$ cat config.mk
export PLATFORM = sky130hd
export DESIGN_NAME = seq_alu
export DESIGN_NICKNAME = d
export VERILOG_FILES = /design/src/rtl/seq_alu.sv
export SDC_FILE = /design/constraint.sdc
export NUM_CORES = 1
export LEC_CHECK = 0
export BUFFER_PORTS_ARGS = -buffer_cell sky130_fd_sc_hd__buf_2
export CORE_ASPECT_RATIO = 1.2
export CORE_MARGIN = 2
export CORE_UTILIZATION = 49
export DETAILED_ROUTE_END_ITERATION = 8
export MAX_ROUTING_LAYER = met4
export PLACE_DENSITY = 0.69
export SYNTH_ARGS = -nofsm -noshare
export SYNTH_HDL_FRONTEND = slang
export SYNTH_SLANG_ARGS = --single-unit
$ cat constraint.sdc
create_clock -name clk -period 3.19 [get_ports clk]
set_input_delay 0.638 -clock clk [delete_from_list [all_inputs] [get_ports clk]]
set_output_delay 0.638 -clock clk [all_outputs]
set_load 0.01 [all_outputs]
$ cat src/rtl/seq_alu.sv
// seq_alu: registered ALU with valid/ready handshakes on both sides.
// Single-edge ops: AND, OR, ADD, SUB, SLT, SLTU, plus the DIVU/REMU divide-by-zero cases
// and illegal opcodes. Multi-cycle ops: shift-add MUL and restoring DIVU/REMU, one bit per cycle.
// One operation is in flight at a time; the result is held until the consumer accepts it.
// Ports:
//   clk, rst_n          clock (rising edge), asynchronous active-low reset
//   in_valid/in_ready   operand handshake; a, b and alu_ctrl are captured on accept
//   alu_ctrl            0 AND, 1 OR, 2 ADD, 3 SUB, 4 SLT, 5 SLTU, 6 MUL, 7 DIVU, 8 REMU, others illegal
//   a, b                operands
//   out_valid/out_ready result handshake
//   y, zero, ovf, err   result, y==0 flag, signed overflow (ADD/SUB), illegal-op / divide-by-zero
module seq_alu #(
  parameter int unsigned WIDTH  = 32,
  parameter int unsigned CTRL_W = 4
) (
  input  logic              clk,
  input  logic              rst_n,
  input  logic              in_valid,
  output logic              in_ready,
  input  logic [CTRL_W-1:0] alu_ctrl,
  input  logic [WIDTH-1:0]  a,
  input  logic [WIDTH-1:0]  b,
  output logic              out_valid,
  input  logic              out_ready,
  output logic [WIDTH-1:0]  y,
  output logic              zero,
  output logic              ovf,
  output logic              err
);

  localparam int unsigned CNT_W = $clog2(WIDTH);

  localparam logic [CTRL_W-1:0] OP_AND  = CTRL_W'(0);
  localparam logic [CTRL_W-1:0] OP_OR   = CTRL_W'(1);
  localparam logic [CTRL_W-1:0] OP_ADD  = CTRL_W'(2);
  localparam logic [CTRL_W-1:0] OP_SUB  = CTRL_W'(3);
  localparam logic [CTRL_W-1:0] OP_SLT  = CTRL_W'(4);
  localparam logic [CTRL_W-1:0] OP_SLTU = CTRL_W'(5);
  localparam logic [CTRL_W-1:0] OP_MUL  = CTRL_W'(6);
  localparam logic [CTRL_W-1:0] OP_DIVU = CTRL_W'(7);
  localparam logic [CTRL_W-1:0] OP_REMU = CTRL_W'(8);

  typedef enum logic [1:0] {
    ST_IDLE,
    ST_MUL,
    ST_DIV,
    ST_DONE
  } state_t;

  state_t state_q, state_d;

  logic [WIDTH-1:0] y_q;
  logic             ovf_q;
  logic             err_q;
  logic [CNT_W-1:0] cnt_q;

  // Multiplier: accumulator, left-shifting multiplicand, right-shifting multiplier.
  logic [WIDTH-1:0] acc_q;
  logic [WIDTH-1:0] mcand_q;
  logic [WIDTH-1:0] mplier_q;

  // Divider: partial remainder, dividend/quotient shift register, divisor.
  logic [WIDTH-1:0] rem_q;
  logic [WIDTH-1:0] quot_q;
  logic [WIDTH-1:0] dvsr_q;
  logic             is_rem_q;

  logic             accept;
  logic             last_iter;
  logic             is_div_op;

  logic [WIDTH-1:0] sum;
  logic [WIDTH-1:0] diff;
  logic [WIDTH-1:0] comb_y;
  logic             comb_ovf;
  logic             comb_err;

  logic [WIDTH-1:0] acc_step;
  logic [WIDTH:0]   rem_shift;
  logic [WIDTH:0]   rem_trial;
  logic             trial_ok;
  logic [WIDTH-1:0] rem_step;
  logic [WIDTH-1:0] quot_step;

  assign in_ready  = (state_q == ST_IDLE);
  assign out_valid = (state_q == ST_DONE);
  assign y         = y_q;
  assign ovf       = ovf_q;
  assign err       = err_q;
  assign zero      = out_valid && (y_q == '0);

  assign accept    = in_valid && in_ready;
  assign last_iter = (cnt_q == CNT_W'(WIDTH - 1));
  assign is_div_op = (alu_ctrl == OP_DIVU) || (alu_ctrl == OP_REMU);

  // Single-edge result path. DIVU/REMU entries only apply to the b==0 case;
  // a nonzero divisor takes the iterative path instead.
  always_comb begin
    sum      = a + b;
    diff     = a - b;
    comb_y   = '0;
    comb_ovf = 1'b0;
    comb_err = 1'b0;
    case (alu_ctrl)
      OP_AND:  comb_y = a & b;
      OP_OR:   comb_y = a | b;
      OP_ADD: begin
        comb_y   = sum;
        comb_ovf = (a[WIDTH-1] == b[WIDTH-1]) && (sum[WIDTH-1] != a[WIDTH-1]);
      end
      OP_SUB: begin
        comb_y   = diff;
        comb_ovf = (a[WIDTH-1] != b[WIDTH-1]) && (diff[WIDTH-1] != a[WIDTH-1]);
      end
      OP_SLT:  comb_y = {{(WIDTH-1){1'b0}}, ($signed(a) < $signed(b))};
      OP_SLTU: comb_y = {{(WIDTH-1){1'b0}}, (a < b)};
      OP_MUL:  comb_y = '0;
      OP_DIVU: begin
        comb_y   = '1;
        comb_err = 1'b1;
      end
      OP_REMU: begin
        comb_y   = a;
        comb_err = 1'b1;
      end
      default: begin
        comb_y   = '0;
        comb_err = 1'b1;
      end
    endcase
  end

  // One iteration of shift-add multiply and restoring divide.
  always_comb begin
    acc_step  = mplier_q[0] ? (acc_q + mcand_q) : acc_q;
    rem_shift = {1'b0, rem_q[WIDTH-1:0]} << 1;
    rem_shift[0] = quot_q[WIDTH-1];
    rem_trial = rem_shift - {1'b0, dvsr_q};
    trial_ok  = ~rem_trial[WIDTH];
    rem_step  = trial_ok ? rem_trial[WIDTH-1:0] : rem_shift[WIDTH-1:0];
    quot_step = {quot_q[WIDTH-2:0], trial_ok};
  end

  always_comb begin
    state_d = state_q;
    case (state_q)
      ST_IDLE: begin
        if (accept) begin
          if (alu_ctrl == OP_MUL)           state_d = ST_MUL;
          else if (is_div_op && (b != '0))  state_d = ST_DIV;
          else                              state_d = ST_DONE;
        end
      end
      ST_MUL:  if (last_iter) state_d = ST_DONE;
      ST_DIV:  if (last_iter) state_d = ST_DONE;
      ST_DONE: if (out_ready) state_d = ST_IDLE;
      default: state_d = ST_IDLE;
    endcase
  end

  always_ff @(posedge clk or negedge rst_n) begin
    if (!rst_n) state_q <= ST_IDLE;
    else        state_q <= state_d;
  end

  always_ff @(posedge clk or negedge rst_n) begin
    if (!rst_n) begin
      y_q      <= '0;
      ovf_q    <= 1'b0;
      err_q    <= 1'b0;
      cnt_q    <= '0;
      acc_q    <= '0;
      mcand_q  <= '0;
      mplier_q <= '0;
      rem_q    <= '0;
      quot_q   <= '0;
      dvsr_q   <= '0;
      is_rem_q <= 1'b0;
    end else begin
      case (state_q)
        ST_IDLE: begin
          if (accept) begin
            cnt_q    <= '0;
            acc_q    <= '0;
            mcand_q  <= a;
            mplier_q <= b;
            rem_q    <= '0;
            quot_q   <= a;
            dvsr_q   <= b;
            is_rem_q <= (alu_ctrl == OP_REMU);
            if (state_d == ST_DONE) begin
              y_q   <= comb_y;
              ovf_q <= comb_ovf;
              err_q <= comb_err;
            end else begin
              ovf_q <= 1'b0;
              err_q <= 1'b0;
            end
          end
        end
        ST_MUL: begin
          acc_q    <= acc_step;
          mcand_q  <= mcand_q << 1;
          mplier_q <= mplier_q >> 1;
          cnt_q    <= cnt_q + CNT_W'(1);
          if (last_iter) begin
            y_q   <= acc_step;
            cnt_q <= '0;
          end
        end
        ST_DIV: begin
          rem_q  <= rem_step;
          quot_q <= quot_step;
          cnt_q  <= cnt_q + CNT_W'(1);
          if (last_iter) begin
            y_q   <= is_rem_q ? rem_step : quot_step;
            cnt_q <= '0;
          end
        end
        default: ;
      endcase
    end
  end

endmodule
==> summary.txt <==
Synth
  • Avg Synthesized Cell Area: 7.89 µm²
  • Largest cells by area after synthesis: sky130_fd_sc_hd__dfrtp_1 (29%), sky130_fd_sc_hd__ha_1 (10%), sky130_fd_sc_hd__o21ai_0 (7.4%)
  • Number of flops mapped to enable cells by yosys: 0
  • Syn_nets: 2,846
  • Post-synthesis async set-or-reset flop share: 100%
  • Count of distinct cell types in the synthesized netlist: 97
  • Post-Syn Area: 20,500 µm²
  • Area leader, netlist: sky130_fd_sc_hd__dfrtp_1
  • Synth Warn #: 0
  • Post-Syn Instances: 2,603
  • Top_reg_cell synth: sky130_fd_sc_hd__dfrtp_1
  • Count of state elements after synthesis: 234
  • Share of Yosys cell area claimed by the top area cell type: 28.5%
  • Fraction of the yosys area taken by sequential cells: 28.5%

Global routing
  • Maximum number of pins on one net before global-route repair: 93
  • Overall global routing resource usage: 48.9%
  • Via count of the first global-routing pass: 24.2k
  • Total overflow reported by the global router: 0
  • Number of antenna violations at the first check in global routing: 6
  • Wire length of the first global-routing pass: 153,000 µm

Route
  • Via-per-instance ratio: 6.61
  • Overall via count from detail_route: 25.2k
  • Total Routed Length: 108,000 µm
  • Initial drt markers: 3,119
  • Post-route antenna net violation count: 0
  • Detailed-router iteration count before antenna repair: 6
  • Drt wl/cell: 28.3 µm
  • Count of unresolved DRC violations after routing: 0

Floorplan
  • Area of the core: 41,600 µm²
  • Number of standard-cell rows in the floorplan: 82
  • Die ar.: 43,600 µm²
  • Number of ports placed on the die boundary: 109
  • Floorplan die height: 228 µm
  • Horizontal die dimension: 191 µm
  • Effective utilization at floorplan: 49.4%

Setup path
  • FF-to-FF setup slack: -0.36 ns
  • Element type at the critical path start: flop
  • Worst EP arrival: 4.04 ns
  • Origin of the critical flop-to-flop path: dvsr_q[0]
  • Critical-path maximum fanout: 5
  • Origin of the worst setup path: dvsr_q[0]
  • Critical R2R Capture: y[29]
  • Worst setup path class: reg -> reg
  • Worst EP required: 3.67 ns
  • Sort of element at the end of the critical path: flop
  • Length in cells of the worst reg-to-reg path: 14

CTS
  • Clock insertion delay at the later pin of the skew report: 0.60 ns
  • Number of buffers inserted by hold repair at cts: 0
  • Clock tree from TritonCTS: done
  • H-Tree Depth: 1
  • Post-CTS clock slew at the launch and capture registers of the worst setup and hold paths: 0.07 ns
  • Inserted Clock Buffers: 28
  • Clock tree root buffer cell: sky130_fd_sc_hd__clkbuf_16
  • Buffer depth of the longest clock path: 3
  • Number of clock sinks: 234

Placement
  • Placed standard-cell area: 26,200 µm²
  • Dpl hpwl: 82,300 µm
  • Number of placed cells counting well taps: 3,720
  • Pre-CTS setup slack: -0.762 ns
  • Final estimated routing congestion in global placement: 1.11
  • Number of I/O port buffers: 108

Timing
  • Setup violators final: 56
  • Final period util: 111%
  • Final critical-path required period: 3.55 ns
  • Final hold viol count: 0
  • Fin worst setup slack: -0.362 ns
  • Highest achievable clock rate: 0.282 GHz
  • Transition at the pin with the smallest max-transition slack: 0.875 ns
  • Headroom to the max-slew limit: 41.1%
  • Worst Skew: 0.0136 ns
  • RSZ-0062 raised after global routing: true
  • Max-slew violation count: 0

Finish
  • Share of post-route cells with drive strength above 1: 31.2%
  • Finished Cell Area: 28,600 µm²
  • Layout overhead on the synthesized area: 39.3%
  • Number of nets in the final layout: 3,488
  • Cell Count, Final, Fillers Out: 3,816
  • Number of filler instances in the final layout: 3,220

Pwr
  • Sum of internal, switching and leakage power: 0.0235 W
  • Worst voltage drop across the vdd grid: 0.000698 V
  • Power per cell area: 820 nW/µm²
  • Leakage: 13.2 nW

Run status
  • Violated checks: setup timing
  • Result of the run: complete, but fails checks

Worst hold path
  • Classification of the worst-slack hold path: in -> async

Job
  • Number of max-capacitance violations reported: 0
placed cells by master, fill, tap and decap left out, types with 11 or more instances in the layout:
master / count
sky130_fd_sc_hd__a211oi_1: 24
sky130_fd_sc_hd__a21o_1: 41
sky130_fd_sc_hd__a21oi_1: 173
sky130_fd_sc_hd__a21oi_2: 19
sky130_fd_sc_hd__a221oi_1: 16
sky130_fd_sc_hd__a22oi_1: 18
sky130_fd_sc_hd__a31oi_1: 29
sky130_fd_sc_hd__and2_1: 12
sky130_fd_sc_hd__and3_1: 19
sky130_fd_sc_hd__buf_12: 14
sky130_fd_sc_hd__buf_2: 100
sky130_fd_sc_hd__buf_4: 614
sky130_fd_sc_hd__buf_6: 31
sky130_fd_sc_hd__clkbuf_16: 29
sky130_fd_sc_hd__dfrtp_1: 234
sky130_fd_sc_hd__ha_1: 146
sky130_fd_sc_hd__ha_4: 17
sky130_fd_sc_hd__inv_1: 150
sky130_fd_sc_hd__mux2i_1: 107
sky130_fd_sc_hd__nand2_1: 350
sky130_fd_sc_hd__nand2b_1: 14
sky130_fd_sc_hd__nand3_1: 36
sky130_fd_sc_hd__nand4_1: 28
sky130_fd_sc_hd__nor2_1: 151
sky130_fd_sc_hd__nor2b_1: 22
sky130_fd_sc_hd__nor3_1: 38
sky130_fd_sc_hd__nor4_1: 25
sky130_fd_sc_hd__o2111ai_1: 16
sky130_fd_sc_hd__o211ai_1: 29
sky130_fd_sc_hd__o21a_1: 19
sky130_fd_sc_hd__o21ai_0: 265
sky130_fd_sc_hd__o21ai_1: 33
sky130_fd_sc_hd__o21bai_1: 19
sky130_fd_sc_hd__o221ai_1: 11
sky130_fd_sc_hd__o22ai_1: 17
sky130_fd_sc_hd__o31ai_1: 19
sky130_fd_sc_hd__xnor2_1: 33
sky130_fd_sc_hd__xor2_1: 24
critical path, cell delays in order, from the launching register on:
cell                        delay (ns)
sky130_fd_sc_hd__dfrtp_1          0.42
sky130_fd_sc_hd__ha_4             0.19
sky130_fd_sc_hd__fa_2             0.37
sky130_fd_sc_hd__nor2b_4          0.16
sky130_fd_sc_hd__o2111ai_4        0.16
sky130_fd_sc_hd__a2111oi_4        0.39
sky130_fd_sc_hd__nor3_4           0.09
sky130_fd_sc_hd__a31oi_4          0.22
sky130_fd_sc_hd__mux2_4           0.36
sky130_fd_sc_hd__nor2_4           0.19
sky130_fd_sc_hd__buf_4            0.17
sky130_fd_sc_hd__buf_12           0.13
sky130_fd_sc_hd__mux2i_4          0.24
sky130_fd_sc_hd__o21ai_2          0.09
sky130_fd_sc_hd__a211o_1          0.26
sequential cells by signal, indices dropped and copies added, names as in the netlist:
name and count:
state_q 2, is_rem_q 1, cnt_q 5, dvsr_q 32, mplier_q 32, quot_q 32
rem_q 32, ovf 1, err 1, acc_q 32, mcand_q 32, y 32
per-stage QoR:
stage | setup TNS (ns) | hold slack, ns | util, %
final | -10.74 | 0.0485 | 68.9
after global routing | -16.53 | 0.0894 | 68.9
after CTS | -7.76 | 0.0641 | 66.6
after detailed placement | -19.66 | 0.473 | 63.0
after global placement | -18.50 | 0.464 | 63.0
after floorplan | -0.638 | 0.342 | -
logic make-up (layout without fill, tap and decap cells):
| family | count (synthesis) | in the layout | share of synthesized area [%] |
|---|---|---|---|
| XOR/XNOR | 59 | 59 | 2.52 |
| buffers and inverters | 316 | 978 | 6.01 |
| other | 0 | 5 | 0 |
| multiplexers | 126 | 126 | 6.23 |
| adder cells (fa/ha/maj) | 171 | 171 | 10.6 |
| AND/OR/NAND/NOR | 778 | 778 | 17.4 |
| AO/OA/AOI/OAI | 919 | 919 | 28.8 |
| flip-flops | 234 | 234 | 28.5 |
synth_stat cells, types with 8 or more instances:
cell type / number
sky130_fd_sc_hd__dfrtp_1: 234
sky130_fd_sc_hd__nor4_1: 29
sky130_fd_sc_hd__and2_1: 16
sky130_fd_sc_hd__a22o_1: 8
sky130_fd_sc_hd__a31oi_1: 37
sky130_fd_sc_hd__nor3_1: 45
sky130_fd_sc_hd__nand2b_1: 14
sky130_fd_sc_hd__a221oi_1: 18
sky130_fd_sc_hd__xnor2_1: 35
sky130_fd_sc_hd__and3_1: 20
sky130_fd_sc_hd__mux2i_1: 114
sky130_fd_sc_hd__o31a_1: 10
sky130_fd_sc_hd__o311a_1: 10
sky130_fd_sc_hd__o2111ai_1: 18
sky130_fd_sc_hd__inv_1: 158
sky130_fd_sc_hd__nor2_1: 159
sky130_fd_sc_hd__ha_1: 167
sky130_fd_sc_hd__buf_1: 12
sky130_fd_sc_hd__o211ai_1: 29
sky130_fd_sc_hd__o22ai_1: 19
sky130_fd_sc_hd__mux2_2: 11
sky130_fd_sc_hd__o21bai_1: 19
sky130_fd_sc_hd__o221ai_1: 12
sky130_fd_sc_hd__o31ai_1: 22
sky130_fd_sc_hd__nand4_1: 28
sky130_fd_sc_hd__a21o_1: 41
sky130_fd_sc_hd__a22oi_1: 19
sky130_fd_sc_hd__xor2_1: 24
sky130_fd_sc_hd__a211oi_1: 35
sky130_fd_sc_hd__o21ai_0: 305
sky130_fd_sc_hd__o21a_1: 19
sky130_fd_sc_hd__buf_2: 20
sky130_fd_sc_hd__o21ai_1: 8
sky130_fd_sc_hd__or3_1: 10
sky130_fd_sc_hd__nand2_1: 352
sky130_fd_sc_hd__nor2b_1: 24
sky130_fd_sc_hd__nand3_1: 44
sky130_fd_sc_hd__a21oi_1: 196
sky130_fd_sc_hd__clkbuf_1: 120
metal layers:
metal / up-vias / share of wire, % / GRT usage, %
met5: - / 0 / -
met4: 0 / 9.4 / 32.8
met3: 549 / 11 / 8.57
met2: 1870 / 43 / 74.1
met1: 12000 / 37 / 59.2
li1: 10800 / - / -
where the power goes:
part / leakage, nW / switching, W / internal [W]
clock network: 0.467 / 0.00147 / 0.00206
logic: 9.75 / 0.00880 / 0.00579
registers: 2.99 / 0.00116 / 0.00418
what timing repair did:
action / 4_1_cts / 5_1_grt
resized for setup: 96 / 173
setup endpoints to repair: 64 / 69
setup buffers: 15 / 29
pin swaps: 37 / 60
cloned: 0 / 1
worst max path at each step:
stage	to	slack, ns	cells after the start
final	y[29]	-0.36	14
after global routing	y[29]	-0.46	14
after CTS	y[16]	-0.30	14
after detailed placement	y[22]	-0.76	16
after global placement	y[22]	-0.76	16
after floorplan	y[25]	-0.15	13
layout make-up:
class	count	area, µm²	area share, %
Antenna cell	5	12.5	0.0437
Tap cell	546	683	2.39
Sequential cell	234	5860	20.5
Timing Repair Buffer	768	5840	20.4
Inverter	160	613	2.14
Clock inverter	14	204	0.713
Multi-Input combinational cell	2053	14600	51.1
Clock buffer	36	781	2.73
Power figures use the tool's default switching activity.
